===== src/rtl/bcd_div_pkg.sv =====
// Shared constants and bounded-subtract residue helpers for the BCD divisibility checker.
package bcd_div_pkg;
   localparam int BCD_W    = 4;
   localparam int N_DIGITS = 4;
   localparam int BCD_MAX  = 9;
   localparam int MOD3     = 3;
   localparam int MOD11    = 11;
   localparam int S_W      = 6;

   // Input range 0..36; each step removes a multiple of 3 without underflow.
   function automatic logic [1:0] mod3_res(input logic [S_W-1:0] s);
      logic [S_W-1:0] t;
      t = s;
      if (t >= S_W'(8*MOD3)) t = t - S_W'(8*MOD3);
      if (t >= S_W'(4*MOD3)) t = t - S_W'(4*MOD3);
      if (t >= S_W'(2*MOD3)) t = t - S_W'(2*MOD3);
      if (t >= S_W'(MOD3))   t = t - S_W'(MOD3);
      return t[1:0];
   endfunction

   // Input is the biased alternating sum, range 4..40.
   function automatic logic [3:0] mod11_res(input logic [S_W-1:0] s);
      logic [S_W-1:0] t;
      t = s;
      if (t >= S_W'(2*MOD11)) t = t - S_W'(2*MOD11);
      if (t >= S_W'(MOD11))   t = t - S_W'(MOD11);
      return t[3:0];
   endfunction
endpackage


===== src/rtl/bcd_div3_div11_if.sv =====
// Operand/result bundle for the BCD divisibility checker.
interface bcd_div3_div11_if;
   logic a00, a01, a02, a03;
   logic a10, a11, a12, a13;
   logic a20, a21, a22, a23;
   logic a30, a31, a32, a33;
   logic div_11_n3;
   logic o;

   modport master (
      output a00, a01, a02, a03, a10, a11, a12, a13,
             a20, a21, a22, a23, a30, a31, a32, a33, div_11_n3,
      input  o
   );
   modport slave (
      input  a00, a01, a02, a03, a10, a11, a12, a13,
             a20, a21, a22, a23, a30, a31, a32, a33, div_11_n3,
      output o
   );
endinterface


===== src/rtl/bcd_residue.sv =====
// Combinational residue datapath: digit validity plus zero-residue flags for 3 and 11.
module bcd_residue
   import bcd_div_pkg::*;
(
   input  logic [N_DIGITS-1:0][BCD_W-1:0] d,
   output logic                           digit_ok,
   output logic                           zero_mod3,
   output logic                           zero_mod11
);
   logic [N_DIGITS-1:0] dig_ok;
   logic [S_W-2:0]      s_even, s_odd;
   logic [S_W-1:0]      s3, s11b;

   for (genvar i = 0; i < N_DIGITS; i++) begin : g_ok
      assign dig_ok[i] = (d[i] <= BCD_W'(BCD_MAX));
   end
   assign digit_ok = &dig_ok;

   assign s_even = {1'b0, d[0]} + {1'b0, d[2]};
   assign s_odd  = {1'b0, d[1]} + {1'b0, d[3]};
   assign s3     = {1'b0, s_even} + {1'b0, s_odd};
   // Bias by 22 so the alternating sum (-18..18) stays positive in 6 bits.
   assign s11b   = {1'b0, s_even} + S_W'(2*MOD11) - {1'b0, s_odd};

   assign zero_mod3  = (mod3_res(s3) == 2'd0);
   assign zero_mod11 = (mod11_res(s11b) == 4'd0);
endmodule


===== src/rtl/bcd_div3_div11.sv =====
// 4-digit packed-BCD divisibility checker (by 3 or 11), one registered output.
module bcd_div3_div11
   import bcd_div_pkg::*;
(
   input  logic            clk,
   input  logic            rst,
   bcd_div3_div11_if.slave bus
);
   logic [N_DIGITS-1:0][BCD_W-1:0] d;
   logic digit_ok, zero_mod3, zero_mod11, result, o_q;

   assign d[0] = {bus.a03, bus.a02, bus.a01, bus.a00};
   assign d[1] = {bus.a13, bus.a12, bus.a11, bus.a10};
   assign d[2] = {bus.a23, bus.a22, bus.a21, bus.a20};
   assign d[3] = {bus.a33, bus.a32, bus.a31, bus.a30};

   bcd_residue u_res (
      .d          (d),
      .digit_ok   (digit_ok),
      .zero_mod3  (zero_mod3),
      .zero_mod11 (zero_mod11)
   );

   // Any non-BCD digit vetoes the result in both modes.
   assign result = digit_ok & (bus.div_11_n3 ? zero_mod11 : zero_mod3);

   always_ff @(posedge clk) begin
      if (rst) o_q <= 1'b0;
      else     o_q <= result;
   end

   assign bus.o = o_q;
endmodule


===== src/flat_wrapper.sv =====
// flat-port wrapper written by rule: the top's interface ports become plain ports
module bcd_div3_div11_flat import bcd_div_pkg::*;
  (clk, rst, bus_a00, bus_a01, bus_a02, bus_a03, bus_a10, bus_a11, bus_a12, bus_a13, bus_a20, bus_a21, bus_a22, bus_a23, bus_a30, bus_a31, bus_a32, bus_a33, bus_div_11_n3, bus_o);
  bcd_div3_div11_if bus_i ();
  input  logic clk;
  input  logic rst;
  input wire logic [$bits(bus_i.a00)-1:0] bus_a00;
  input wire logic [$bits(bus_i.a01)-1:0] bus_a01;
  input wire logic [$bits(bus_i.a02)-1:0] bus_a02;
  input wire logic [$bits(bus_i.a03)-1:0] bus_a03;
  input wire logic [$bits(bus_i.a10)-1:0] bus_a10;
  input wire logic [$bits(bus_i.a11)-1:0] bus_a11;
  input wire logic [$bits(bus_i.a12)-1:0] bus_a12;
  input wire logic [$bits(bus_i.a13)-1:0] bus_a13;
  input wire logic [$bits(bus_i.a20)-1:0] bus_a20;
  input wire logic [$bits(bus_i.a21)-1:0] bus_a21;
  input wire logic [$bits(bus_i.a22)-1:0] bus_a22;
  input wire logic [$bits(bus_i.a23)-1:0] bus_a23;
  input wire logic [$bits(bus_i.a30)-1:0] bus_a30;
  input wire logic [$bits(bus_i.a31)-1:0] bus_a31;
  input wire logic [$bits(bus_i.a32)-1:0] bus_a32;
  input wire logic [$bits(bus_i.a33)-1:0] bus_a33;
  input wire logic [$bits(bus_i.div_11_n3)-1:0] bus_div_11_n3;
  output wire logic [$bits(bus_i.o)-1:0] bus_o;
  assign bus_i.a00 = bus_a00;
  assign bus_i.a01 = bus_a01;
  assign bus_i.a02 = bus_a02;
  assign bus_i.a03 = bus_a03;
  assign bus_i.a10 = bus_a10;
  assign bus_i.a11 = bus_a11;
  assign bus_i.a12 = bus_a12;
  assign bus_i.a13 = bus_a13;
  assign bus_i.a20 = bus_a20;
  assign bus_i.a21 = bus_a21;
  assign bus_i.a22 = bus_a22;
  assign bus_i.a23 = bus_a23;
  assign bus_i.a30 = bus_a30;
  assign bus_i.a31 = bus_a31;
  assign bus_i.a32 = bus_a32;
  assign bus_i.a33 = bus_a33;
  assign bus_i.div_11_n3 = bus_div_11_n3;
  assign bus_o = bus_i.o;
  bcd_div3_div11 u_core (.clk(clk), .rst(rst), .bus(bus_i));
endmodule

===== config.mk =====
export PLATFORM = sky130hd
export DESIGN_NAME = bcd_div3_div11_flat
export DESIGN_NICKNAME = d
export VERILOG_FILES = /design/src/rtl/bcd_div_pkg.sv /design/src/rtl/bcd_div3_div11_if.sv /design/src/rtl/bcd_residue.sv /design/src/rtl/bcd_div3_div11.sv /design/src/flat_wrapper.sv
export SDC_FILE = /design/constraint.sdc
export NUM_CORES = 1
export LEC_CHECK = 0
export ABC_AREA = 0
export BUFFER_PORTS_ARGS = -buffer_cell sky130_fd_sc_hd__buf_4
export CAP_MARGIN = 20
export CORE_ASPECT_RATIO = 2
export CORE_MARGIN = 2
export CORE_UTILIZATION = 36
export CTS_CLUSTER_DIAMETER = 200
export DETAILED_ROUTE_END_ITERATION = 10
export GPL_ROUTABILITY_DRIVEN = 0
export MAX_ROUTING_LAYER = met4
export SYNTH_ARGS = -nofsm -noshare
export SYNTH_HDL_FRONTEND = slang
export SYNTH_SLANG_ARGS = --single-unit

===== constraint.sdc =====
create_clock -name clk -period 5.5 [get_ports clk]
set_input_delay 0.275 -clock clk [delete_from_list [all_inputs] [get_ports clk]]
set_output_delay 0.275 -clock clk [all_outputs]
set_load 0.02 [all_outputs]

==> impl_metrics.env <==
export IMPL_status="finished, final reports clean"
export IMPL_pwr_density_cell_nw_per_um2=551
export IMPL_grt_usage=0.181
export IMPL_fin_tns_setup_ns=0
export IMPL_worst_slack_ns=0.283
export IMPL_whs_path_depth=3
export IMPL_finalWirelength_mm=4.35
export IMPL_muxShareOfSynthArea=0.0119
export IMPL_period_share=0.949
export IMPL_antenna_found_initial=0
export IMPL_setup_viol=0
export IMPL_layoutNonFillerInstCount=297
export IMPL_synth_area_sq_um=1690
export IMPL_wl_per_cell_microns=14.6
export IMPL_synth_top_family_by_area="compound AO/OA/AOI/OAI gates"
export IMPL_max_freq_mhz=192
export IMPL_final_hold_viol_count=0
export IMPL_synth_compound_gate_area_share=0.370
export IMPL_die_area_sq_um=5280
export IMPL_mostFrequentLayoutCells="buf_4 (30), ha_1 (26), inv_1 (21), nand2_1 (13)"
export IMPL_synth_nets=268
export IMPL_dp_cells=296
export IMPL_synth_seq_cells=1
export IMPL_drv_slew=0
export IMPL_crit_fanout=10
export IMPL_async_flop_share=0
export IMPL_p_leak_nw=0.868
export IMPL_cts_hold_buf=0
export IMPL_drc=0
export IMPL_viasPerCell=5.79
export IMPL_grt_pass1_vias=1776
export IMPL_num_nets_final=294
export IMPL_peakVddDrop_mv=0.351
export IMPL_pin_count=20
export IMPL_synthCells=218
export IMPL_hp_class="input pin to flop"
export IMPL_std_cell_rows=35
export IMPL_worst_pin_slew_ns=0.439
export IMPL_dp_hpwl_mm=3.79
export IMPL_maxCapViolations=0
export IMPL_yosysSeqAreaShare=0.0119
export IMPL_synthSimpleGateAreaFrac=0.226
export IMPL_layout_drive_gt1_share=0.207
export IMPL_ys_warn_count=0
export IMPL_grt_pass1_wl_mm=7.49
export IMPL_synthAdderAreaFrac=0.244
export IMPL_worstHoldStart="bus_div_11_n3"
export IMPL_n_antenna_cell=0
export IMPL_area_growth_pct=17.0
export IMPL_yosys_area_share_xor_xnor=0.0624
export IMPL_min_period_ns=5.22
export IMPL_synth_area_per_cell_sq_um=7.73
export IMPL_largest_reg_flops=1
export IMPL_crit_path_end_kind="flop"
export IMPL_arrival_ns=5.14
export IMPL_clkTransAtPathRegs_ns=0
export IMPL_preCtsSetupSlack_ns=0.0125
export IMPL_synthDistinctLibCells=65
export IMPL_ant_nets=0
export IMPL_grt_overflow=0
export IMPL_slew_headroom=0.705
export IMPL_fp_dieH_microns=101
export IMPL_synth_ff_type="dfxtp_1"
export IMPL_core_sq_um=4550
export IMPL_holdPathEnd="u_core.bus.o"
export IMPL_die_w_microns=52.4
export IMPL_port_buffer_count=19
export IMPL_final_common_cell="buf_4"
export IMPL_dr_first_iter_drc_count=26
export IMPL_startpoint_type="input pin"
export IMPL_critPathRequiredTime_ns=5.42
export IMPL_synth_enable_flop_cells=0
export IMPL_criticalPathCategory="input pin to flop"
export IMPL_rsz0062_at_grt="no"
export IMPL_grt_max_degree=13
export IMPL_first_pass_iters=4
export IMPL_vias=1720
export IMPL_start_util=0.370
[power by group]
part	total [mW]	switching (mW)	leakage [nW]	internal, mW
logic	1.08	0.608	0.860	0.471
clock network	0	0	0	0
registers	0.00828	0.000150	0.00808	0.00813
[critical path: stages]
cell and delay, ns:
buf_4 0.11, ha_1 0.21, fa_1 0.40, xor2_1 0.23, ha_2 0.37, a21oi_2 0.20, nand3_1 0.18, nand2_1 0.16
inv_1 0.05, ha_1 0.27, o21ai_0 0.08, a21oi_1 0.12, or3_4 0.41, or4_1 0.47, a31o_1 0.23, a2111oi_4 0.37
a21o_1 0.12, ha_1 0.17, a2111oi_0 0.07, or4b_1 0.47, a31oi_1 0.16
[logic make-up (layout without fill, tap and decap cells)]
| logic type | Yosys count | after routing |
|---|---|---|
| compound gates | 78 | 78 |
| xor+xnor | 12 | 12 |
| fa+ha+maj | 31 | 31 |
| buf+inv | 28 | 52 |
| flops | 1 | 1 |
| mux | 2 | 2 |
| simple gates | 66 | 66 |
[synth_stat cells, types with 4 or more instances]
cell type,instances,area share
a21o_1,10,0.045
a21oi_1,9,0.027
a311oi_1,4,0.021
a31oi_1,5,0.019
ha_1,28,0.21
inv_1,21,0.047
nand2_1,13,0.029
nand3_1,7,0.021
nor2_1,12,0.027
nor3_1,5,0.015
o21a_1,5,0.022
o21ai_0,12,0.036
xnor2_1,9,0.047
[layer usage]
metal,track usage,wire length [microns],up-vias
li1,-,-,890
met1,0.177,1570,802
met2,0.370,2610,20
met3,0.00148,38,8
met4,0.0394,125,0
met5,-,0,-
[area by class of cell]
class	instances	area, sq um
Timing Repair Buffer	30	225
Inverter	22	82.6
Fill cell	495	2580
Multi-Input combinational cell	189	1580
Sequential cell	1	20.0
Tap cell	55	68.8
[worst max path at each step]
stage	from	to	slack [ns]	depth (start not counted)
finish	bus_a20	u_core.bus.o	0.28	21
global route	bus_a20	u_core.bus.o	0.002	21
CTS	bus_a20	u_core.bus.o	0.02	20
detailed placement	bus_a20	u_core.bus.o	0.01	20
global placement	bus_a20	u_core.bus.o	0.05	20
floorplan	bus_a20	u_core.bus.o	0.46	18
[what timing repair did]
item / CTS / global route
gates resized for setup: 0 / 7
endpoints found under the setup margin: 0 / 1
setup buffers: 0 / 1
[per-stage QoR]
step | hold slack [ns] | util | area [sq um] | total power, mW
2_1_floorplan | 0.427 | - | 1690 | 0.832
3_3_place_gp | 0.552 | 0.424 | 1930 | 1.05
3_5_place_dp | 0.566 | 0.424 | 1930 | 1.05
4_1_cts | 0.564 | 0.424 | 1930 | 1.06
5_1_grt | 0.585 | 0.433 | 1970 | 1.22
6_report | 0.555 | 0.433 | 1970 | 1.09
(Power assumes the default switching activity.)
